[config.mk]
export PLATFORM = sky130hd
export DESIGN_NAME = dbuf_write_sched
export DESIGN_NICKNAME = d
export VERILOG_FILES = /design/src/rtl/dbuf_write_sched.sv
export SDC_FILE = /design/constraint.sdc
export NUM_CORES = 1
export LEC_CHECK = 0
export ABC_AREA = 1
export BUFFER_PORTS_ARGS = -buffer_cell sky130_fd_sc_hd__buf_2
export CAP_MARGIN = 0
export CORE_AREA = 2 2 72 74
export CTS_CLUSTER_SIZE = 24
export DETAILED_ROUTE_END_ITERATION = 8
export DIE_AREA = 0 0 74 76
export PLACE_DENSITY_LB_ADDON = 0.3
export SYNTH_ARGS = -nofsm -noshare
export SYNTH_HDL_FRONTEND = slang
export SYNTH_SLANG_ARGS = --single-unit
[constraint.sdc]
create_clock -name clk_i -period 1.9 [get_ports clk_i]
set_input_delay 0.285 -clock clk_i [delete_from_list [all_inputs] [get_ports clk_i]]
set_output_delay 0.285 -clock clk_i [all_outputs]
set_load 0.005 [all_outputs]
[src/rtl/dbuf_write_sched.sv]
// Ping-pong write scheduler for the two blocking buffers feeding the systolic
// array. Accepts AXI4 AW bursts, grants the target buffer, steers W beats,
// checks burst legality and generates the B response.
// Optional feature: define DBUF_WRITE_SCHED_PERF_EN to add saturating
// performance counters (perf_bursts_o, perf_stall_o).
module dbuf_write_sched #(
  parameter int unsigned AXI_DW_g = 64,
  parameter int unsigned AXI_AW_g = 32,
  parameter int unsigned BEATS_g  = 16
) (
  input  logic                clk_i,
  input  logic                rst_i,
  input  logic                s_axi_awvalid_i,
  output logic                s_axi_awready_o,
  input  logic [AXI_AW_g-1:0] s_axi_awaddr_i,
  input  logic [7:0]          s_axi_awlen_i,
  input  logic [2:0]          s_axi_awsize_i,
  input  logic [1:0]          s_axi_awburst_i,
  input  logic                s_axi_wvalid_i,
  input  logic                s_axi_wready_i,
  input  logic                s_axi_wlast_i,
  output logic                s_axi_bvalid_o,
  input  logic                s_axi_bready_i,
  output logic [1:0]          s_axi_bresp_o,
  input  logic [1:0]          buf_available_i,
  output logic [1:0]          buf_grant_o,
  output logic                wsel_o,
  output logic                drain_o,
  output logic                fill_done_o,
`ifdef DBUF_WRITE_SCHED_PERF_EN
  output logic [31:0]         perf_bursts_o,
  output logic [31:0]         perf_stall_o,
`endif
  output logic                fill_idx_o
);

  localparam logic [7:0] LEN_LEGAL_c = 8'(BEATS_g - 1);
  localparam logic [8:0] BEATS_c     = 9'(BEATS_g);

  typedef enum logic [1:0] {
    IDLE  = 2'd0,
    WRITE = 2'd1,
    RESP  = 2'd2
  } state_e;

  state_e     state_q, state_d;
  logic       wr_ptr_q, wr_ptr_d;
  logic [7:0] beat_cnt_q, beat_cnt_d;
  logic [7:0] awlen_q, awlen_d;
  logic       err_q, err_d;
  logic       drain_q, drain_d;
  logic       wsel_q, wsel_d;
  logic [1:0] grant_q, grant_d;
  logic       fill_done_q, fill_done_d;
  logic       fill_idx_q, fill_idx_d;

  logic       awready;
  logic       bvalid;
  logic [1:0] bresp;
  logic       aw_illegal;
  logic       w_hs;
  logic       b_hs;
  logic [8:0] beat_next;

  // Only the low address bits carry meaning; the rest are intentionally unused.
  logic unused_addr;
  assign unused_addr = ^{s_axi_awaddr_i[AXI_AW_g-1:3], AXI_DW_g[0]};

  assign aw_illegal = (s_axi_awburst_i != 2'b01) | (s_axi_awlen_i != LEN_LEGAL_c) |
                      (s_axi_awsize_i != 3'd3) | (s_axi_awaddr_i[2:0] != 3'b000);
  assign w_hs       = s_axi_wvalid_i & s_axi_wready_i;
  assign b_hs       = bvalid & s_axi_bready_i;
  assign beat_next  = {1'b0, beat_cnt_q} + 9'd1;

  // Next-state and handshake outputs for the IDLE/WRITE/RESP sequence.
  always_comb begin
    state_d     = state_q;
    wr_ptr_d    = wr_ptr_q;
    beat_cnt_d  = beat_cnt_q;
    awlen_d     = awlen_q;
    err_d       = err_q;
    drain_d     = drain_q;
    wsel_d      = wsel_q;
    grant_d     = 2'b00;
    fill_done_d = 1'b0;
    fill_idx_d  = fill_idx_q;
    awready     = 1'b0;
    bvalid      = 1'b0;
    bresp       = 2'b00;
    unique case (state_q)
      IDLE: begin
        awready = buf_available_i[wr_ptr_q];
        if (s_axi_awvalid_i && awready) begin
          awlen_d    = s_axi_awlen_i;
          err_d      = aw_illegal;
          beat_cnt_d = 8'd0;
          state_d    = WRITE;
          if (aw_illegal) begin
            // Illegal bursts are swallowed by the drain path, no buffer sees them.
            drain_d = 1'b1;
          end else begin
            grant_d[wr_ptr_q] = 1'b1;
            wsel_d            = wr_ptr_q;
            drain_d           = 1'b0;
          end
        end
      end
      WRITE: begin
        if (w_hs) begin
          if (beat_cnt_q != 8'hFF) begin
            beat_cnt_d = beat_cnt_q + 8'd1;
          end
          if (s_axi_wlast_i) begin
            if (beat_next != ({1'b0, awlen_q} + 9'd1)) begin
              err_d = 1'b1;
            end
            state_d = RESP;
          end else if (beat_next >= BEATS_c) begin
            // Buffer is full and more beats follow: divert the rest away from it.
            err_d   = 1'b1;
            drain_d = 1'b1;
          end
        end
      end
      RESP: begin
        bvalid = 1'b1;
        bresp  = err_q ? 2'b10 : 2'b00;
        if (s_axi_bready_i) begin
          if (!err_q) begin
            fill_done_d = 1'b1;
            fill_idx_d  = wr_ptr_q;
            wr_ptr_d    = ~wr_ptr_q;
          end
          beat_cnt_d = 8'd0;
          drain_d    = 1'b0;
          err_d      = 1'b0;
          state_d    = IDLE;
        end
      end
      default: begin
        state_d = IDLE;
      end
    endcase
  end

  // Control state register with synchronous reset.
  always_ff @(posedge clk_i) begin
    if (rst_i) begin
      state_q     <= IDLE;
      wr_ptr_q    <= 1'b0;
      beat_cnt_q  <= 8'd0;
      err_q       <= 1'b0;
      drain_q     <= 1'b0;
      wsel_q      <= 1'b0;
      grant_q     <= 2'b00;
      fill_done_q <= 1'b0;
      fill_idx_q  <= 1'b0;
    end else begin
      state_q     <= state_d;
      wr_ptr_q    <= wr_ptr_d;
      beat_cnt_q  <= beat_cnt_d;
      err_q       <= err_d;
      drain_q     <= drain_d;
      wsel_q      <= wsel_d;
      grant_q     <= grant_d;
      fill_done_q <= fill_done_d;
      fill_idx_q  <= fill_idx_d;
    end
  end

  // Latched burst length; only meaningful while a burst is in flight.
  always_ff @(posedge clk_i) begin
    awlen_q <= awlen_d;
  end

`ifdef DBUF_WRITE_SCHED_PERF_EN
  logic [31:0] perf_bursts_q;
  logic [31:0] perf_stall_q;

  // Saturating counters: OKAY completions and IDLE cycles with AW stalled.
  always_ff @(posedge clk_i) begin
    if (rst_i) begin
      perf_bursts_q <= 32'd0;
      perf_stall_q  <= 32'd0;
    end else begin
      if (b_hs && !err_q && (perf_bursts_q != 32'hFFFF_FFFF)) begin
        perf_bursts_q <= perf_bursts_q + 32'd1;
      end
      if ((state_q == IDLE) && s_axi_awvalid_i && !awready &&
          (perf_stall_q != 32'hFFFF_FFFF)) begin
        perf_stall_q <= perf_stall_q + 32'd1;
      end
    end
  end

  assign perf_bursts_o = perf_bursts_q;
  assign perf_stall_o  = perf_stall_q;
`else
  logic unused_b_hs;
  assign unused_b_hs = b_hs;
`endif

  assign s_axi_awready_o = awready & ~rst_i;
  assign s_axi_bvalid_o  = bvalid;
  assign s_axi_bresp_o   = bresp;
  assign buf_grant_o     = grant_q;
  assign wsel_o          = wsel_q;
  assign drain_o         = drain_q;
  assign fill_done_o     = fill_done_q;
  assign fill_idx_o      = fill_idx_q;

endmodule

* After elaboration in Yosys (flattened, before gate mapping)
Index checks and enable logic that the tools add are counted. Widths: inputs -> output; s select.
Word-level totals: bits of input ports 54, logic and storage cells 90, output and inout bits 10, register bits 26
Cells by class: muxes and demuxes 31, add/subtract/negate cells 3, bitwise gates (word level) 13, reductions and logical operators 14, eq/ne operators 16, $lt $le $gt $ge 3
Operator list (number):
- $mux 8 | 4
- $pmux 8 s3 | 1
- $add 8x1->9 const B | 2
- $mux 1 | 16
- $ne 2x2->1 const B | 7
- $mux 2 | 6
- $reduce_and 6->1 | 2
- $ge 9x5->1 const B | 1
- $ne 9x9->1 | 1
- $add 8x1->8 const B | 1
- $ne 8x4->1 const B | 1
- $ne 8x8->1 const B | 1
- $not 1->1 | 8
- $ne 3x3->1 const B | 2
- $pmux 1 s3 | 2
- $pmux 2 s3 | 1
- $reduce_and 3->1 | 2
- $reduce_bool 3->1 | 2
- $reduce_and 5->1 | 1
- $reduce_and 4->1 | 1
- $reduce_or 4->1 | 1
- $ne 3x2->1 const B | 1
- $or 1x1->1 | 3
- $reduce_or 3->1 | 1
- 10 further kinds | 12

* Longest topological paths before layout
Gate-level depths: netlist of run 1.
word-level depth 7, depth in mapped cells 13, depth with buffers taken out 13

* Worst setup path after synthesis of run 1
Ideal clock, no wire load.
path type reg2reg, start reg awlen_q[0], end reg err_q, data required time 1.785 ns, buffers on the path 0, period minus slack after synthesis 1.586 ns, arrival 1.471 ns, slack 0.314 ns, setup time 0.115 ns, stages on the path, launching flop included 12, path through edfxtp_1 > ha_1 > inv_1 > nand2_1 > nand2_1 > nand3_1 > nor2_1 > nand3_1 > nor2_1 > nand3_1 > a21oi_1 > nor2_1
On the way: cells in the longest elaborated chain, start to end 4
RTL lines:
- start, declared | RTL line 49 | logic [7:0] awlen_q, awlen_d;
- start signal, assigned | RTL line 173 | awlen_q <= awlen_d;
- $add 8x1->9 | RTL line 114 | if (beat_next != ({1'b0, awlen_q} + 9'd1)) begin
- $ne 9x9->1 | RTL line 114
- $ne 3x3->1 (no line)
- $reduce_and 6->1 (no line)
- end signal, assigned | RTL line 162 | err_q <= err_d;
- end, declared | RTL line 50 | logic err_q, err_d;
No other way between the ends. A chain may end at the register's enable or synchronous reset.

* Worst setup path in the final report of run 1
start reg awlen_q[1], end reg err_q
Same word-level chain as after synthesis.

==> impl_metrics.env, run 1 <==
export IMPL_finalClockSkew_ps=2.52
export IMPL_power_switching_fraction=0.441
export IMPL_ys_types=28
export IMPL_synth_top_cells_by_area="sky130_fd_sc_hd__dfxtp_1, sky130_fd_sc_hd__nand2_1, sky130_fd_sc_hd__edfxtp_1, sky130_fd_sc_hd__inv_1, sky130_fd_sc_hd__nand3_1"
export IMPL_crit_required_ps=2070
export IMPL_largest_net_degree_at_the_start_of_global_routing=15
export IMPL_seq_power_share=0.358
export IMPL_multi_input_area_mm2=0.00103
export IMPL_antenna_found_initial=0
export IMPL_ys_async_sr_fraction=0
export IMPL_result_of_the_run="finished clean"
export IMPL_clock_latency_ps=270
export IMPL_postRouteWirelength_um=4070
export IMPL_setup_worst_path_start_class="register"
export IMPL_post_cts_resize_count=0
export IMPL_number_of_endpoints_with_negative_hold_slack_in_the_final_report=0
export IMPL_fp_coreArea_mm2=0.00491
export IMPL_vdd_drop_max_mv=0.575
export IMPL_cts_htree_levels=1
export IMPL_internal_pwr_total_uw=1300
export IMPL_detail_route_first_pass_iterations=4
export IMPL_grt_pass1_wl_um=7060
export IMPL_synthDominantAreaCellType="sky130_fd_sc_hd__dfxtp_1"
export IMPL_area_overhead_vs_synth_pct=16.4
export IMPL_hold_path_class="input port to register"
export IMPL_hold_path_origin="s_axi_awlen_i[5]"
export IMPL_overall_overflow_remaining_after_global_route=0
export IMPL_post_synth_instance_area_mm2=0.00186
export IMPL_syn_area_per_cell_um2=6.47
export IMPL_core_util_final=0.440
export IMPL_max_stage_delay_ps=450
export IMPL_die_h_um=76
export IMPL_totalPowerFinal_uw=2320
export IMPL_cts_hold_buf=0
export IMPL_drv_cap=0
export IMPL_nets=387
export IMPL_num_io_pins=64
export IMPL_die_ar_mm2=0.00562
export IMPL_max_clock_freq_mhz=569
export IMPL_cts_made_buffers=3
export IMPL_clock_sinks=26
export IMPL_cpMaxStageDelayCell="sky130_fd_sc_hd__edfxtp_1"
export IMPL_detailed_route_via_count=1836
export IMPL_detail_route_antenna_nets=0
export IMPL_timing_setup_tns_ps=0
export IMPL_fillers=511
export IMPL_remaining_drc_errors=0
export IMPL_synth_enable_flop_cells=8
export IMPL_antenna_diode_count=0
export IMPL_top_cell_family_by_delay_on_the_critical_path="simple AND/OR/NAND/NOR gates"
export IMPL_initial_core_util=0.378
export IMPL_setup_violations=0
export IMPL_post_cts_repair_setup_buffers=0
export IMPL_place_detailed_hpwl_um=3330
export IMPL_global_router_s_overall_resource_usage=0.155
export IMPL_grt_pass1_vias=1697
export IMPL_post_synth_top_area_fraction=0.194
export IMPL_final_max_slew_violation_count=0
export IMPL_fp_dieW_um=74
export IMPL_share_clk_of_total_power=0.137
export IMPL_worstSetupEndpointType="register"
export IMPL_setup_repair_after_global_routing_missed_its_margin="false"
export IMPL_clock_tree_buffer_depth=2
export IMPL_seq_area_frac_synth=0.323
export IMPL_p_sw_uw=1030
export IMPL_timing_final_crit_period_ps=1760
export IMPL_drive_above_1_share=0.215
export IMPL_cell_repeated_most_along_the_worst_path="sky130_fd_sc_hd__nand2_1"
export IMPL_drt_wirelength_per_cell_um=10.3
export IMPL_rrSetupSlack_ps=140
export IMPL_fin_hold_ws_ps=196
export IMPL_powerDensity_mw_per_mm2=1070
export IMPL_path_clk_slew_ps=90
export IMPL_syn_instance_count=287
export IMPL_detail_route_iter0_violations=74
export IMPL_min_path_cells=1
export IMPL_worstPathCellList="ha_1 -> nand2_1 -> inv_1 -> nand2_1 -> nand2_1 -> nand2_1 -> nand2_1 -> nor2_1 -> nand3_1 -> a21oi_1 -> nor2_1"
export IMPL_synth_nets=348
export IMPL_synth_flop_cell="sky130_fd_sc_hd__dfxtp_1"
export IMPL_yosysWarnings=0
export IMPL_seqCellArea_um2=603
export IMPL_timing_worst_setup_path_type="register to register"
export IMPL_postSynthRegisterBits=26
export IMPL_clockRootBuffer="sky130_fd_sc_hd__clkbuf_8"
export IMPL_comb_power_share=0.505
export IMPL_path_buf_inv=1
export IMPL_reg2reg_depth=11
export IMPL_finalCritPeriodShare=0.925
export IMPL_worst_path_max_fanout=4
export IMPL_rows=26
export IMPL_viasPerCell=4.65
export IMPL_critPathArrivalTime_ps=1930
export IMPL_tritoncts="built"
export IMPL_regToRegStartpoint="awlen_q[1]"
export IMPL_port_buffers=33
export IMPL_gpl_final_weighted_congestion=0.787
export IMPL_hold_path_end="awlen_q[5]"
export IMPL_r2r_end="err_q"
export IMPL_p_leak_uw=0.00106
==> kinds of logic after synthesis <==
| logic type | share of synthesized area |
|---|---|
| AOI/OAI and AO/OA | 0.0882 |
| adders and majority gates | 0.0471 |
| buffers and inverters | 0.123 |
| DFF | 0.323 |
| other | 0.00202 |
| and+or+nand+nor | 0.416 |
==> area by class of cell <==
type | count | share of cell area
Clock buffer | 3 | 0.0191
Timing Repair Buffer | 40 | 0.101
Sequential cell | 26 | 0.279
Tap cell | 70 | 0.0405
Clock inverter | 1 | 0.00174
Inverter | 48 | 0.0833
Multi-Input combinational cell | 207 | 0.476
==> sequential cells by signal (all words and copies together) (netlist names) <==
register and cells:
wsel_o 1, fill_done_o 1, awlen_q 8, state_q 2
buf_grant_o 2, wr_ptr_q 1, drain_o 1, beat_cnt_q 8
err_q 1, fill_idx_o 1
==> worst max-delay path by stage <==
stage          cells after the start  endpoint  slack, ps           from
4_1_cts                           12     err_q        120  beat_cnt_q[0]
3_5_place_dp                      12     err_q        140  beat_cnt_q[0]
3_3_place_gp                      12     err_q        160  beat_cnt_q[0]
6_report                          11     err_q        140     awlen_q[1]
5_1_grt                           12     err_q          2  beat_cnt_q[0]
2_1_floorplan                     11     err_q        310     awlen_q[0]
==> power groups by stage <==
stage,clock network [µW],registers [µW],logic [µW]
after CTS,327,832,1180
after global routing,346,859,1330
after floorplan,0,821,884
after global placement,0,841,1150
final,318,832,1170
after detailed placement,0,845,1170
==> routing by layer <==
layer	GRT usage	vias to the layer above	wire [µm]	part of all wire
met2	0.266	29	1940	0.48
met4	0.0382	0	44	0.011
met3	0.0265	5	143	0.035
li1	-	990	-	-
met1	0.197	812	1950	0.48
met5	0	-	0	0
==> cells in the mapped netlist (2+ instances only) <==
library cell,instances
sky130_fd_sc_hd__nand2_2,6
sky130_fd_sc_hd__edfxtp_1,8
sky130_fd_sc_hd__inv_1,43
sky130_fd_sc_hd__or2_2,2
sky130_fd_sc_hd__inv_2,5
sky130_fd_sc_hd__nor2_1,27
sky130_fd_sc_hd__o21ai_0,13
sky130_fd_sc_hd__nor2_2,5
sky130_fd_sc_hd__nand4_1,12
sky130_fd_sc_hd__buf_6,2
sky130_fd_sc_hd__buf_4,3
sky130_fd_sc_hd__ha_1,7
sky130_fd_sc_hd__nand3_1,21
sky130_fd_sc_hd__nor2_4,2
sky130_fd_sc_hd__a21oi_1,14
sky130_fd_sc_hd__nor3_1,4
sky130_fd_sc_hd__dfxtp_1,18
sky130_fd_sc_hd__nand2_1,82
sky130_fd_sc_hd__nand3_2,4
==> worst register-to-register path, delay by kind of cell (launching register included) <==
kind,cells,cell delay [ps]
compound gates,1,170
flops,1,450
fa+ha+maj,1,240
simple gates,8,710
buf+inv,1,90
==> placed cells by master (no fill, tap or decap) <==
cell type / n
sky130_fd_sc_hd__nand3_1: 21
sky130_fd_sc_hd__and2_1: 1
sky130_fd_sc_hd__buf_2: 33
sky130_fd_sc_hd__a21oi_1: 14
sky130_fd_sc_hd__nor2_4: 2
sky130_fd_sc_hd__nor2_2: 5
sky130_fd_sc_hd__ha_1: 7
sky130_fd_sc_hd__or2_2: 2
sky130_fd_sc_hd__o21ai_0: 13
sky130_fd_sc_hd__buf_4: 7
sky130_fd_sc_hd__dfxtp_1: 16
sky130_fd_sc_hd__nand4_1: 12
sky130_fd_sc_hd__nor4_1: 1
sky130_fd_sc_hd__nor3_1: 4
sky130_fd_sc_hd__clkinv_1: 1
sky130_fd_sc_hd__clkbuf_8: 3
sky130_fd_sc_hd__nor3b_1: 1
sky130_fd_sc_hd__nand3_2: 4
sky130_fd_sc_hd__edfxtp_1: 8
sky130_fd_sc_hd__nor2_1: 27
sky130_fd_sc_hd__nand2_2: 6
sky130_fd_sc_hd__o21a_1: 1
sky130_fd_sc_hd__dfxtp_2: 2
sky130_fd_sc_hd__inv_1: 43
sky130_fd_sc_hd__o21ai_2: 1
sky130_fd_sc_hd__o211ai_1: 1
sky130_fd_sc_hd__nand2_1: 82
sky130_fd_sc_hd__o21ai_1: 1
sky130_fd_sc_hd__conb_1: 1
sky130_fd_sc_hd__inv_2: 5
==> through the flow <==
| step | worst slack [ps] | instance area (µm²) | std cells |
|---|---|---|---|
| after floorplan | 314 | 1860 | 287 |
| after global placement | 164 | 2110 | 391 |
| after detailed placement | 137 | 2110 | 391 |
| after CTS | 119 | 2160 | 395 |
| after global routing | 1.69 | 2160 | 395 |
| final | 142 | 2160 | 395 |
Note: power is estimated with default switching activity, not from simulation.
==> run 2: changes to the inputs <==
--- a/config.mk
+++ b/config.mk
@@ -8,10 +8,10 @@
 export ABC_AREA = 1
 export BUFFER_PORTS_ARGS = -buffer_cell sky130_fd_sc_hd__buf_2
 export CAP_MARGIN = 0
-export CORE_AREA = 2 2 72 74
+export CORE_AREA = 2 2 68 77
 export CTS_CLUSTER_SIZE = 24
 export DETAILED_ROUTE_END_ITERATION = 8
-export DIE_AREA = 0 0 74 76
+export DIE_AREA = 0 0 70 79
 export PLACE_DENSITY_LB_ADDON = 0.3
 export SYNTH_ARGS = -nofsm -noshare
 export SYNTH_HDL_FRONTEND = slang
==> impl_metrics.env, run 2 (same netlist as run 1, synthesis figures left out) <==
export IMPL_result_of_the_run="finished clean"
export IMPL_postRouteWirelength_um=4080
export IMPL_gr_usage_met1=0.182
export IMPL_detailed_route_via_count=1885
export IMPL_gr_usage_met2=0.281
export IMPL_dp_cells=380
export IMPL_hold_path_class="input port to register"
export IMPL_detail_route_antenna_nets=0
export IMPL_vdd_drop_max_mv=0.539
export IMPL_fin_hold_ws_ps=205
export IMPL_cp_startpoint="beat_cnt_q[0]"
export IMPL_seq_power_share=0.353
export IMPL_clock_latency_ps=270
export IMPL_worstSetupEndpointType="register"
export IMPL_worstPathCellList="ha_1 -> nand2_1 -> inv_2 -> nand2_1 -> nand2_1 -> inv_1 -> nand2_1 -> nand3_1 -> nor2_1 -> nand3_2 -> a21oi_1 -> nor2_1"
export IMPL_global_router_s_overall_resource_usage=0.156
export IMPL_area_overhead_vs_synth_pct=16.6
export IMPL_die_ar_mm2=0.00553
export IMPL_cpMaxStageDelayCell="sky130_fd_sc_hd__dfxtp_2"
export IMPL_clock_sinks=26
export IMPL_fp_dieW_um=70
export IMPL_rrSetupSlack_ps=190
export IMPL_critPathArrivalTime_ps=1880
export IMPL_regToRegStartpoint="beat_cnt_q[0]"
export IMPL_grt_pass1_vias=1740
export IMPL_nets=389
export IMPL_power_switching_fraction=0.437
export IMPL_antenna_diode_count=0
export IMPL_powerDensity_mw_per_mm2=1090
export IMPL_hold_path_origin="s_axi_awlen_i[5]"
export IMPL_comb_power_share=0.512
export IMPL_antenna_found_initial=0
export IMPL_remaining_drc_errors=0
export IMPL_p_sw_uw=1030
export IMPL_seqCellArea_um2=603
export IMPL_number_of_endpoints_with_negative_hold_slack_in_the_final_report=0
export IMPL_finalClockSkew_ps=3.85
export IMPL_critical_path_endpoint="err_q"
export IMPL_fillers=503
export IMPL_port_buffers=33
export IMPL_detail_route_iter0_violations=69
export IMPL_largest_net_degree_at_the_start_of_global_routing=15
export IMPL_p_leak_uw=0.00107
export IMPL_clock_tree_buffer_depth=2
export IMPL_path_clk_slew_ps=90
export IMPL_r2r_end="err_q"
export IMPL_internal_pwr_total_uw=1330
export IMPL_drive_above_1_share=0.226
export IMPL_worst_path_max_fanout=5
export IMPL_timing_worst_setup_path_type="register to register"
export IMPL_detail_route_first_pass_iterations=4
export IMPL_global_route_met3_usage=0.0178
export IMPL_timing_final_crit_period_ps=1710
export IMPL_clockRootBuffer="sky130_fd_sc_hd__clkbuf_8"
export IMPL_fp_coreArea_mm2=0.00480
export IMPL_finalCritPeriodShare=0.899
export IMPL_most_used_routing_layer="met2"
export IMPL_grt_pass1_wl_um=7040
export IMPL_max_stage_delay_ps=380
export IMPL_setup_repair_after_global_routing_missed_its_margin="false"
export IMPL_reg2reg_depth=12
export IMPL_initial_core_util=0.387
export IMPL_drt_wirelength_per_cell_um=10.6
export IMPL_multi_input_area_mm2=0.00103
export IMPL_reg_largest_list="awlen_q (8), beat_cnt_q (8)"
export IMPL_cell_repeated_most_along_the_worst_path="sky130_fd_sc_hd__nand2_1"
export IMPL_tritoncts="built"
export IMPL_setup_violations=0
export IMPL_die_h_um=79
export IMPL_final_max_slew_violation_count=0
export IMPL_mostFrequentLayoutCell="sky130_fd_sc_hd__nand2_1"
export IMPL_cts_hold_buf=0
export IMPL_cts_made_buffers=3
export IMPL_crit_required_ps=2070
export IMPL_share_clk_of_total_power=0.135
export IMPL_max_clock_freq_mhz=585
export IMPL_core_util_final=0.452
export IMPL_setup_worst_path_start_class="register"
export IMPL_rows=27
export IMPL_place_detailed_hpwl_um=3360
export IMPL_gpl_final_weighted_congestion=0.865
export IMPL_viasPerCell=4.90
export IMPL_timing_setup_tns_ps=0
export IMPL_layout_cells_most_common_list="sky130_fd_sc_hd__nand2_1, sky130_fd_sc_hd__inv_1, sky130_fd_sc_hd__buf_2, sky130_fd_sc_hd__nor2_1, sky130_fd_sc_hd__nand3_1"
export IMPL_stdcell_count=385
export IMPL_overall_overflow_remaining_after_global_route=0
export IMPL_cts_htree_levels=1
export IMPL_drv_cap=0
export IMPL_num_io_pins=64
[run 2: worst min-delay path by stage]
stage,to,slack (ps),cells past startpoint
2_1_floorplan,awlen_q[0],380,0
3_3_place_gp,fill_idx_o,460,2
3_5_place_dp,fill_idx_o,460,2
4_1_cts,awlen_q[5],200,1
5_1_grt,awlen_q[4],200,1
6_report,awlen_q[5],200,1
[run 2: timing repair]
item,in CTS,in global routing
setup buffers,0,1
setup endpoints to repair,0,4
endpoints found under the hold margin,0,0
resized for setup,0,5
[run 2: power by group through the flow]
| stage | Combinational [µW] | Clock, µW | Sequential [µW] |
|---|---|---|---|
| floorplan | 884 | 0 | 821 |
| global placement | 1180 | 0 | 838 |
| detailed placement | 1190 | 0 | 842 |
| CTS | 1200 | 331 | 829 |
| global route | 1380 | 346 | 850 |
| finish | 1200 | 318 | 830 |
[run 2: worst max-delay path, delay by kind of cell (launching register included)]
kind                     cells  cell delay, ps
adder cells (fa/ha/maj)      1             200
buffers and inverters        2             210
AO/OA/AOI/OAI                1             140
AND/OR/NAND/NOR              8             680
flip-flops                   1             380
[run 2: per-layer routing]
layer	wire length, µm	part of all wire
met3	161	0.039
met4	116	0.028
met5	0	0
met2	2010	0.49
met1	1800	0.44
[run 2: layout make-up]
cell class	instances	area share
clock buffers	4	0.0208
flip-flops and latches	26	0.278
well taps	58	0.0335
inverters	48	0.0831
multi-input cells	207	0.477
repair buffers	42	0.107
[run 2: per-stage QoR]
stage          worst slack [ps]  power, µW  area, µm²
3_5_place_dp                131       2040       2110
3_3_place_gp                173       2020       2110
5_1_grt                    14.2       2580       2170
2_1_floorplan               314       1700       1860
4_1_cts                     120       2360       2150
6_report                    192       2350       2170
